`src/rtl/sparc_ifu_thrsched_pkg.sv`:
```
// Shared IFU thread-state definitions.
// Holds the 5-bit per-thread state encodings and the ready/running bit
// positions. Both the per-thread FSMs and the thread scheduler use them.
// It also holds small decode helpers built on those bits.
package sparc_ifu_thrsched_pkg;

   typedef enum logic [4:0] {
      THR_IDLE     = 5'b00000,
      THR_WAIT     = 5'b00001,
      THR_HALT     = 5'b00010,
      THR_RUN      = 5'b00101,
      THR_SPEC_RUN = 5'b00111,
      THR_SPEC_RDY = 5'b10011,
      THR_RDY      = 5'b11001
   } thr_state_e;

   localparam int THR_READY_BIT = 4;
   localparam int THR_RUN_BIT   = 2;

   // Any flavour of ready, speculative or not.
   function automatic logic thr_is_ready(input logic [4:0] st);
      return st[THR_READY_BIT];
   endfunction

   // Only the architecturally committed ready state.
   function automatic logic thr_is_nonspec_ready(input logic [4:0] st);
      return st == THR_RDY;
   endfunction

   function automatic logic thr_is_running(input logic [4:0] st);
      return st[THR_RUN_BIT];
   endfunction

endpackage

```
`src/rtl/sparc_ifu_rrpick4.sv`:
```
// Combinational 4-way round-robin picker.
//   req  : request vector, one bit per thread
//   last : index granted most recently; the search starts at last+1
//   gnt  : one-hot grant (all zero when there is no request)
//   idx  : encoded index of the grant (0 when there is no request)
module sparc_ifu_rrpick4 (
   input  logic [3:0] req,
   input  logic [1:0] last,
   output logic [3:0] gnt,
   output logic [1:0] idx
);

   logic [1:0] cand;
   logic       found;

   always_comb begin
      gnt   = '0;
      idx   = '0;
      found = 1'b0;
      cand  = '0;
      // Offsets 1..4 visit every thread once, ending with 'last' itself.
      for (int k = 1; k <= 4; k++) begin
         cand = last + 2'(k);
         if (!found && req[cand]) begin
            found     = 1'b1;
            gnt[cand] = 1'b1;
            idx       = cand;
         end
      end
   end

endmodule

```
`src/rtl/sparc_ifu_thrsched.sv`:
```
// Per-core IFU thread scheduler.
// It picks one ready thread round-robin, with non-speculative ready threads
// ahead of speculative ones, and sends it a one-cycle schedule pulse. It
// switches the running thread out on quantum expiry or on an fcl request.
// Ports:
//   clk, reset           : core clock, synchronous active-high reset
//   thr_state0..3 [4:0]  : current state of each thread FSM
//   switch_req           : fcl request to switch out the current thread (level)
//   sched_hold           : blocks new picks and switches while high
//   schedule [3:0]       : one-hot, one-cycle pulse to the incoming thread
//   switch_out           : one-cycle pulse; the current thread is switched out
//   curr_thr [1:0]       : thread owning the pipe
//   curr_vld             : curr_thr is valid
// All outputs are registered.
module sparc_ifu_thrsched
   import sparc_ifu_thrsched_pkg::*;
#(
   parameter int unsigned QUANTUM = 16
) (
   input  logic       clk,
   input  logic       reset,
   input  logic [4:0] thr_state0,
   input  logic [4:0] thr_state1,
   input  logic [4:0] thr_state2,
   input  logic [4:0] thr_state3,
   input  logic       switch_req,
   input  logic       sched_hold,
   output logic [3:0] schedule,
   output logic       switch_out,
   output logic [1:0] curr_thr,
   output logic       curr_vld
);

   typedef enum logic [1:0] {
      S_NONE,
      S_ISSUE,
      S_RUN,
      S_SWITCH
   } sched_state_e;

   localparam logic [7:0] QMAX = 8'(QUANTUM - 1);

   logic [4:0]   thr_state [4];
   logic [3:0]   rdy_vec;
   logic [3:0]   ns_rdy_vec;
   logic [3:0]   sp_rdy_vec;

   logic [3:0]   ns_gnt, sp_gnt, pick_gnt;
   logic [1:0]   ns_idx, sp_idx, pick_idx;

   sched_state_e state_reg, state_next;
   logic [1:0]   curr_thr_reg, curr_thr_next;
   logic [1:0]   last_thr_reg, last_thr_next;
   logic [7:0]   cnt_reg, cnt_next;
   logic [3:0]   schedule_reg, schedule_next;
   logic         switch_out_reg, switch_out_next;
   logic         curr_vld_reg, curr_vld_next;

   logic         other_rdy;
   logic         curr_running;

   assign thr_state[0] = thr_state0;
   assign thr_state[1] = thr_state1;
   assign thr_state[2] = thr_state2;
   assign thr_state[3] = thr_state3;

   genvar gi;
   generate
      for (gi = 0; gi < 4; gi++) begin : g_decode
         assign rdy_vec[gi]    = thr_is_ready(thr_state[gi]);
         assign ns_rdy_vec[gi] = thr_is_nonspec_ready(thr_state[gi]);
         // Ready but not RDY means speculatively ready.
         assign sp_rdy_vec[gi] = rdy_vec[gi] & ~ns_rdy_vec[gi];
      end
   endgenerate

   sparc_ifu_rrpick4 u_pick_ns (
      .req  (ns_rdy_vec),
      .last (last_thr_reg),
      .gnt  (ns_gnt),
      .idx  (ns_idx)
   );

   sparc_ifu_rrpick4 u_pick_sp (
      .req  (sp_rdy_vec),
      .last (last_thr_reg),
      .gnt  (sp_gnt),
      .idx  (sp_idx)
   );

   // Any non-speculative candidate beats every speculative one.
   assign pick_gnt = (|ns_rdy_vec) ? ns_gnt : sp_gnt;
   assign pick_idx = (|ns_rdy_vec) ? ns_idx : sp_idx;

   assign other_rdy    = |(rdy_vec & ~(4'b0001 << curr_thr_reg));
   assign curr_running = thr_is_running(thr_state[curr_thr_reg]);

   always_comb begin
      state_next      = state_reg;
      curr_thr_next   = curr_thr_reg;
      last_thr_next   = last_thr_reg;
      cnt_next        = cnt_reg;
      schedule_next   = '0;
      switch_out_next = 1'b0;

      case (state_reg)
         S_NONE: begin
            if (!sched_hold && (|rdy_vec)) begin
               state_next    = S_ISSUE;
               curr_thr_next = pick_idx;
               last_thr_next = pick_idx;
               schedule_next = pick_gnt;
            end
         end
         S_ISSUE: begin
            cnt_next   = '0;
            state_next = S_RUN;
         end
         S_RUN: begin
            cnt_next = (cnt_reg == QMAX) ? cnt_reg : cnt_reg + 8'd1;
            // A stalled thread (or one that never reached RUN) releases the
            // pipe silently; there is nothing left to switch out.
            if (!curr_running) begin
               state_next = S_NONE;
            end else if (!sched_hold && other_rdy &&
                         (switch_req || (cnt_reg == QMAX))) begin
               state_next      = S_SWITCH;
               switch_out_next = 1'b1;
            end
         end
         S_SWITCH: begin
            state_next = S_NONE;
         end
         default: begin
            state_next = S_NONE;
         end
      endcase

      curr_vld_next = (state_next != S_NONE);
   end

   always_ff @(posedge clk) begin
      if (reset) begin
         state_reg      <= S_NONE;
         curr_thr_reg   <= 2'd0;
         last_thr_reg   <= 2'd3;
         cnt_reg        <= '0;
         schedule_reg   <= '0;
         switch_out_reg <= 1'b0;
         curr_vld_reg   <= 1'b0;
      end else begin
         state_reg      <= state_next;
         curr_thr_reg   <= curr_thr_next;
         last_thr_reg   <= last_thr_next;
         cnt_reg        <= cnt_next;
         schedule_reg   <= schedule_next;
         switch_out_reg <= switch_out_next;
         curr_vld_reg   <= curr_vld_next;
      end
   end

   assign schedule   = schedule_reg;
   assign switch_out = switch_out_reg;
   assign curr_thr   = curr_thr_reg;
   assign curr_vld   = curr_vld_reg;

endmodule

```
`config.mk`:
```
export PLATFORM = sky130hd
export DESIGN_NAME = sparc_ifu_thrsched
export DESIGN_NICKNAME = d
export VERILOG_FILES = /design/src/rtl/sparc_ifu_thrsched_pkg.sv /design/src/rtl/sparc_ifu_rrpick4.sv /design/src/rtl/sparc_ifu_thrsched.sv
export SDC_FILE = /design/constraint.sdc
export NUM_CORES = 1
export LEC_CHECK = 0
export ABC_CLOCK_PERIOD_IN_PS = 7800
export CAP_MARGIN = 20
export CORE_UTILIZATION = 50
export CTS_CLUSTER_DIAMETER = 100
export DETAILED_ROUTE_END_ITERATION = 12
export PLACE_DENSITY_LB_ADDON = 0.1
export SKIP_CTS_REPAIR_TIMING = 1
export SLEW_MARGIN = 20
export SYNTH_ARGS = -nofsm -noshare
export SYNTH_HDL_FRONTEND = slang
export SYNTH_SLANG_ARGS = --single-unit
```
`constraint.sdc`:
```
create_clock -name clk -period 7.8 [get_ports clk]
set_clock_uncertainty 0.05 [all_clocks]
set_input_delay 1.56 -clock clk [delete_from_list [all_inputs] [get_ports clk]]
set_output_delay 1.56 -clock clk [all_outputs]
set_load 0.1 [all_outputs]
```
# After elaboration in Yosys (flattened, before gate mapping)
# Cells that the tools add are included.
[word_totals] ff_bits=20 latch_bits=0 n_memories=0 word_cells=140 in_bits=24 rom_bits=0 out_inout_bits=8 ram_bits=0
[op_classes] reduce_logical=31 n_shift=1 n_mul=0 div=0 order_cmp=9 n_bitwise=21 eq_ne=9 n_addsub=4 mux=58
[ops] op="$mux 4" n=9
[ops] op="$mux 2" n=12
[ops] op="$or 4x4->4" n=6
[ops] op="$eq 5x5->1 const B" n=4
[ops] op="$mux 1" n=19
[ops] op="$bmux 1 s2" n=8
[ops] op="$pmux 8 s2" n=1
[ops] op="$logic_and 1x1->1" n=13
[ops] op="$lt 2x3->1 const B" n=4
[ops] op="$reduce_or 4->1" n=3
[ops] op="$bmux 5 s2" n=1
[ops] op="$add 8x1->8 const B" n=1
[ops] op="$demux 1 s2" n=4
[ops] op="$eq 8x4->1 const B" n=1
[ops] op="$ge 2x1->1 const B" n=4
[ops] op="$mux 8" n=1
[ops] op="$not 1->1" n=8
[ops] op="$pmux 2 s4" n=1
[ops] op="$logic_not 1->1" n=7
[ops] op="$mux 3" n=2
[ops] op="$reduce_or 3->1" n=2
[ops] op="$add 2x2->2 const B" n=2
[ops] op="$and 1x1->1" n=4
[ops] op="$and 4x4->4" n=1
[ops] op="12 further kinds" n=15

# Depth between registers and ports, before layout
[depth] word_depth=16 mapped_depth=12 depth_no_buf=8

# Cells and area by module
# A second synthesis with hierarchy kept.
[unflattened] hier_cells=277 hier_area_um2=2292.2
[by_module_without_submodules] mod="sparc_ifu_thrsched" n_inst=1 cells_each=141 seq_area_each_um2=400.4 area_per_inst_um2=1201.2
[by_module_without_submodules] mod="sparc_ifu_rrpick4" n_inst=2 cells_each=68 seq_area_each_um2=0.0 area_per_inst_um2=545.5

# Least setup slack after synthesis
# OpenSTA, ideal clock, no wires.
[synth_timing] path_type="input-to-reg" startpoint="in thr_state3[1]" endpoint="reg schedule_reg[0], in the netlist schedule[0]" arrival_ns=2.925 path_slack_ns=4.682 stages=7 required_ns=7.607 setup_ns=0.143 path_buffers=1 cell_sequence="and4bb_4 buf_6 a221oi_2 a211oi_2 a22o_1 a2111oi_1 a311oi_1"
[synth_between] elab_chain_cells=16 word_cells_on_any_way=53 classes_between="eq/ne: 1; mux: 31; bitwise: 8; reduce/logical: 13"
[synth_lines] item="start, declared" line="sparc_ifu_thrsched.sv:25" rtl="input logic [4:0] thr_state3,"
[synth_lines] item="$eq 5x5->1 *" line="sparc_ifu_thrsched_pkg.sv:27" rtl="return st == THR_RDY;"
[synth_lines] item="$not 1->1" line="sparc_ifu_thrsched.sv:73" rtl="assign sp_rdy_vec[gi] = rdy_vec[gi] & ~ns_rdy_vec[gi];"
[synth_lines] item="$and 1x1->1" line="sparc_ifu_thrsched.sv:73"
[synth_lines] item="$bmux 1 s2" line="sparc_ifu_rrpick4.sv:24" rtl="if (!found && req[cand]) begin"
[synth_lines] item="$mux 1 (implied by the code)" line="sparc_ifu_rrpick4.sv:24"
[synth_lines] item="$mux 1" line="sparc_ifu_rrpick4.sv:24"
[synth_lines] item="$logic_not 1->1" line="sparc_ifu_rrpick4.sv:24"
[synth_lines] item="$logic_and 1x1->1" line="sparc_ifu_rrpick4.sv:24"
[synth_lines] item="$mux 1" line="sparc_ifu_rrpick4.sv:24"
[synth_lines] item="$logic_not 1->1" line="sparc_ifu_rrpick4.sv:24"
[synth_lines] item="$logic_and 1x1->1" line="sparc_ifu_rrpick4.sv:24"
[synth_lines] item="$mux 1" line="sparc_ifu_rrpick4.sv:24"
[synth_lines] item="$logic_not 1->1" line="sparc_ifu_rrpick4.sv:24"
[synth_lines] item="$logic_and 1x1->1" line="sparc_ifu_rrpick4.sv:24"
[synth_lines] item="$mux 4" line="sparc_ifu_rrpick4.sv:24"
[synth_lines] item="$mux 4 *" line="sparc_ifu_thrsched.sv:92" rtl="assign pick_gnt = (|ns_rdy_vec) ? ns_gnt : sp_gnt;"
[synth_lines] item="end signal, assigned" line="sparc_ifu_thrsched.sv:156" rtl="schedule_reg <= schedule_next;"
[synth_lines] item="end, declared" line="sparc_ifu_thrsched.sv:55" rtl="logic [3:0] schedule_reg, schedule_next;"
# Mark *: on every way between the ends. The rest lies on a longest branch, timed or not. The select of a mux whose other input is x is not followed.
# A chain may end at the register's enable or synchronous reset.

# Worst setup path after layout
[layout_timing] startpoint="in thr_state2[4]" endpoint="reg schedule_reg[1], in the netlist schedule[1]"
[layout_between] elab_chain_cells=16 word_cells_on_any_way=57 classes_between="eq/ne: 1; mux: 31; bitwise: 9; reduce/logical: 16"
[layout_lines] item="start, declared" line="sparc_ifu_thrsched.sv:24" rtl="input logic [4:0] thr_state2,"
[layout_lines] item="$eq 5x5->1" line="sparc_ifu_thrsched_pkg.sv:27"
[layout_lines] item="$not 1->1" line="sparc_ifu_thrsched.sv:73"
[layout_lines] item="$and 1x1->1" line="sparc_ifu_thrsched.sv:73"
[layout_lines] item="$bmux 1 s2" line="sparc_ifu_rrpick4.sv:24"
[layout_lines] item="$mux 1 (implied by the code)" line="sparc_ifu_rrpick4.sv:24"
[layout_lines] item="$mux 1" line="sparc_ifu_rrpick4.sv:24"
[layout_lines] item="$logic_not 1->1" line="sparc_ifu_rrpick4.sv:24"
[layout_lines] item="$logic_and 1x1->1" line="sparc_ifu_rrpick4.sv:24"
[layout_lines] item="$mux 1" line="sparc_ifu_rrpick4.sv:24"
[layout_lines] item="$logic_not 1->1" line="sparc_ifu_rrpick4.sv:24"
[layout_lines] item="$logic_and 1x1->1" line="sparc_ifu_rrpick4.sv:24"
[layout_lines] item="$mux 1" line="sparc_ifu_rrpick4.sv:24"
[layout_lines] item="$logic_not 1->1" line="sparc_ifu_rrpick4.sv:24"
[layout_lines] item="$logic_and 1x1->1" line="sparc_ifu_rrpick4.sv:24"
[layout_lines] item="$mux 4" line="sparc_ifu_rrpick4.sv:24"
[layout_lines] item="$mux 4" line="sparc_ifu_thrsched.sv:92"
# Several ways; a longest one is shown, not always the timed one. The select of a mux whose other input is x is not followed.

==> flow_summary.yaml <==
logic_synthesis:
  synth-adder-area-share_pct: 5.134
  synth_compound_area_share_pct: 34.85
  avgSynthCellArea_sq_um: 8.246
  synth-simple-area-share_pct: 28.18
  synth_xor_area_share_pct: 0
  syn_area_sq_um: 2193
  ys_seq_area_share_pct: 18.25
  yosysMostFrequentCell: "dfxtp_1"
  synthMuxAreaShare_pct: 6.275
  ys_seq_elements: 20
  async_flop_share_pct: 0
  synth_largest_area_cell: "dfxtp_1"
  synthFlopType: "dfxtp_1"
  yosys-top-cells-count: "dfxtp_1, nand2_1, a21oi_1"
  synth_nets: 299
  synth_top_family_by_area: "compound AO/OA/AOI/OAI gates"
  ys_types: 64
  synth-edff-count: 0
  yosys_warnings: 0
  synthTopCellsByArea: "dfxtp_1, ha_1, mux2i_1"
  netlist.area_leader.share_pct: 18.25
  syn_inst: 266
setup_path:
  cp.arrival_ns: 3.93
  cp-start-kind: "input pin"
  r2r_cells: 8
  r2r-start: "last_thr_reg[0]$_SDFFE_PP1P_"
  crit_path_end_kind: "flip-flop"
  critical_path_class: "in -> reg"
  r2r_slack_ns: 4.16
  reg2reg_to: "schedule[2]$_SDFF_PP0_"
  worstPathMaxFanout: 12
  worstPathRequired_ns: 7.91
die:
  start_util_pct: 53.30
  io_pins: 32
  chipHeight_um: 68.23
  core_sq_um: 4115
  row_count: 23
  die_w_um: 68.23
  die_area_sq_um: 4655
route:
  drt-initial-drc-count: 275
  firstDrtPassIters: 5
  routedWlPerCell_um: 17.61
  avgViaCountPerCell: 6.870
  drtAntennaViolNets: 0
  routed_wl_um: 5812
  routed-via-count: 2267
  drc: 0
sta:
  max-slew-margin-rel_pct: 35.23
  holdWs_ns: 0.4986
  drv_slew: 0
  setup_viol: 0
  fin_crit_ns: 3.819
  post-route-period-util_pct: 48.96
  worstMarginPinSlew_ns: 0.9684
  hold_viol: 0
  fmax_mhz: 261.8
  setup_tns_ns: 0
  rsz0062_at_grt: "no"
clocking:
  cts_root_buf: "clkbuf_8"
  numCtsBuffers: 3
  htree_levels: 1
  clk_latency_ns: 0.26
  clock_path_buffers: 2
  cts.sinks: 20
  clk_pin_slew_worst_paths_ns: 0.08
  tritoncts: "done"
placed_design:
  port_buffers: 31
  post-dp-hpwl_um: 4172
  routabilityCongestion: 0.8962
layout:
  area_growth_syn_to_layout_pct: 15.00
  largest_reg_flops: 8
  register_area_sq_um: 400.4
  multiInputGateArea_sq_um: 1633
  diodes: 0
  fillerInstances: 394
  drive_gt1_share_pct: 6.786
  layout.nets: 314
worst_hold_path:
  min_path_type: "reg -> reg"
  hold_end: "cnt_reg[7]$_SDFFE_PP0P_"
  whs_path_depth: 2
  min-delay-start: "cnt_reg[7]$_SDFFE_PP0P_"
power_and_ir_drop:
  power_density_nw_per_um2: 225.6
  irDropWorstVdd_mv: 0.1159
  p_leak_nw: 0.8620
  total_power_mw: 0.5690
flow_run:
  drv_cap: 0
global_route:
  grt_pass1_wl_um: 9604
  grt_max_degree: 26
  overflow: 0
  grt_usage_pct: 26.99
  grt_pass1_vias: 1976
  antenna_found_initial: 0
run_status:
  status: "completed"
==> final cells by class <==
type                            instances  area share, %
Sequential cell                        20          15.87
Tap cell                               50          2.480
Multi-Input combinational cell        213          64.73
Inverter                               12          1.786
Timing Repair Buffer                   31          12.30
Clock buffer                            3          1.637
Clock inverter                          1          1.190
==> how the worst max path moves through the flow <==
stage / to / start
floorplan: schedule[0]$_SDFF_PP0_ / thr_state3[1]
global placement: schedule[1]$_SDFF_PP0_ / thr_state2[4]
detailed placement: schedule[0]$_SDFF_PP0_ / thr_state2[4]
CTS: schedule[1]$_SDFF_PP0_ / thr_state2[4]
global route: schedule[0]$_SDFF_PP0_ / thr_state3[4]
finish: schedule[1]$_SDFF_PP0_ / thr_state2[4]
==> routing by layer <==
metal	track usage, %	routed length [um]
met1	38.51	2794
met2	42.52	2620
met3	3.667	338
met4	5.729	59
met5	0	0
==> cell families after synthesis <==
family | count (synthesis)
AO/OA/AOI/OAI | 91
buffers and inverters | 33
flip-flops | 20
multiplexers | 12
adder cells (fa/ha/maj) | 9
AND/OR/NAND/NOR | 101
==> critical path, cell delays in order <==
cell	delay, ns
clkdlybuf4s50_1	0.83
nor2b_1	0.41
a221oi_2	0.13
a211oi_2	0.44
a22o_1	0.21
a2111oi_1	0.06
a311oi_1	0.28
==> layout by cell type, fill, tap and decap left out, types with 4 or more instances in the layout <==
master / synthesis / routed
a21oi_1: 12 / 12
a22o_1: 4 / 4
mux2i_1: 7 / 7
nor3_1: 11 / 11
nor4_1: 4 / 4
nor3b_1: 6 / 6
dfxtp_1: 20 / 20
o221ai_1: 8 / 8
nor2b_1: 4 / 4
ha_1: 9 / 9
a2111oi_1: 4 / 4
nand4_1: 4 / 4
nand2_1: 18 / 18
o22ai_1: 6 / 6
o211ai_1: 6 / 6
o21ai_0: 8 / 8
nor2_1: 9 / 9
nand3_1: 10 / 10
clkdlybuf4s50_1: 0 / 31
and3_1: 8 / 8
mux2_1: 4 / 4
inv_1: 11 / 11
a2111oi_0: 5 / 5
nand2b_1: 8 / 8
a311oi_1: 4 / 4
and2_1: 5 / 5
==> through the flow <==
step	utilization [%]	setup slack, ns	cell area, sq um	std cells
after floorplan	-	4.682	2193	266
after global placement	59.56	3.726	2451	326
after detailed placement	59.56	3.762	2451	326
after CTS	61.30	4.046	2522	330
after global routing	61.30	3.766	2522	330
final	61.30	3.981	2522	330
==> report_power, final <==
part / leakage, nW / switching [mW] / internal (mW)
sequential: 0.163 / 0.0312 / 0.112
combinational: 0.663 / 0.200 / 0.122
clock: 0.0357 / 0.0361 / 0.0685
No activity file was read; power rests on OpenSTA's default activity.
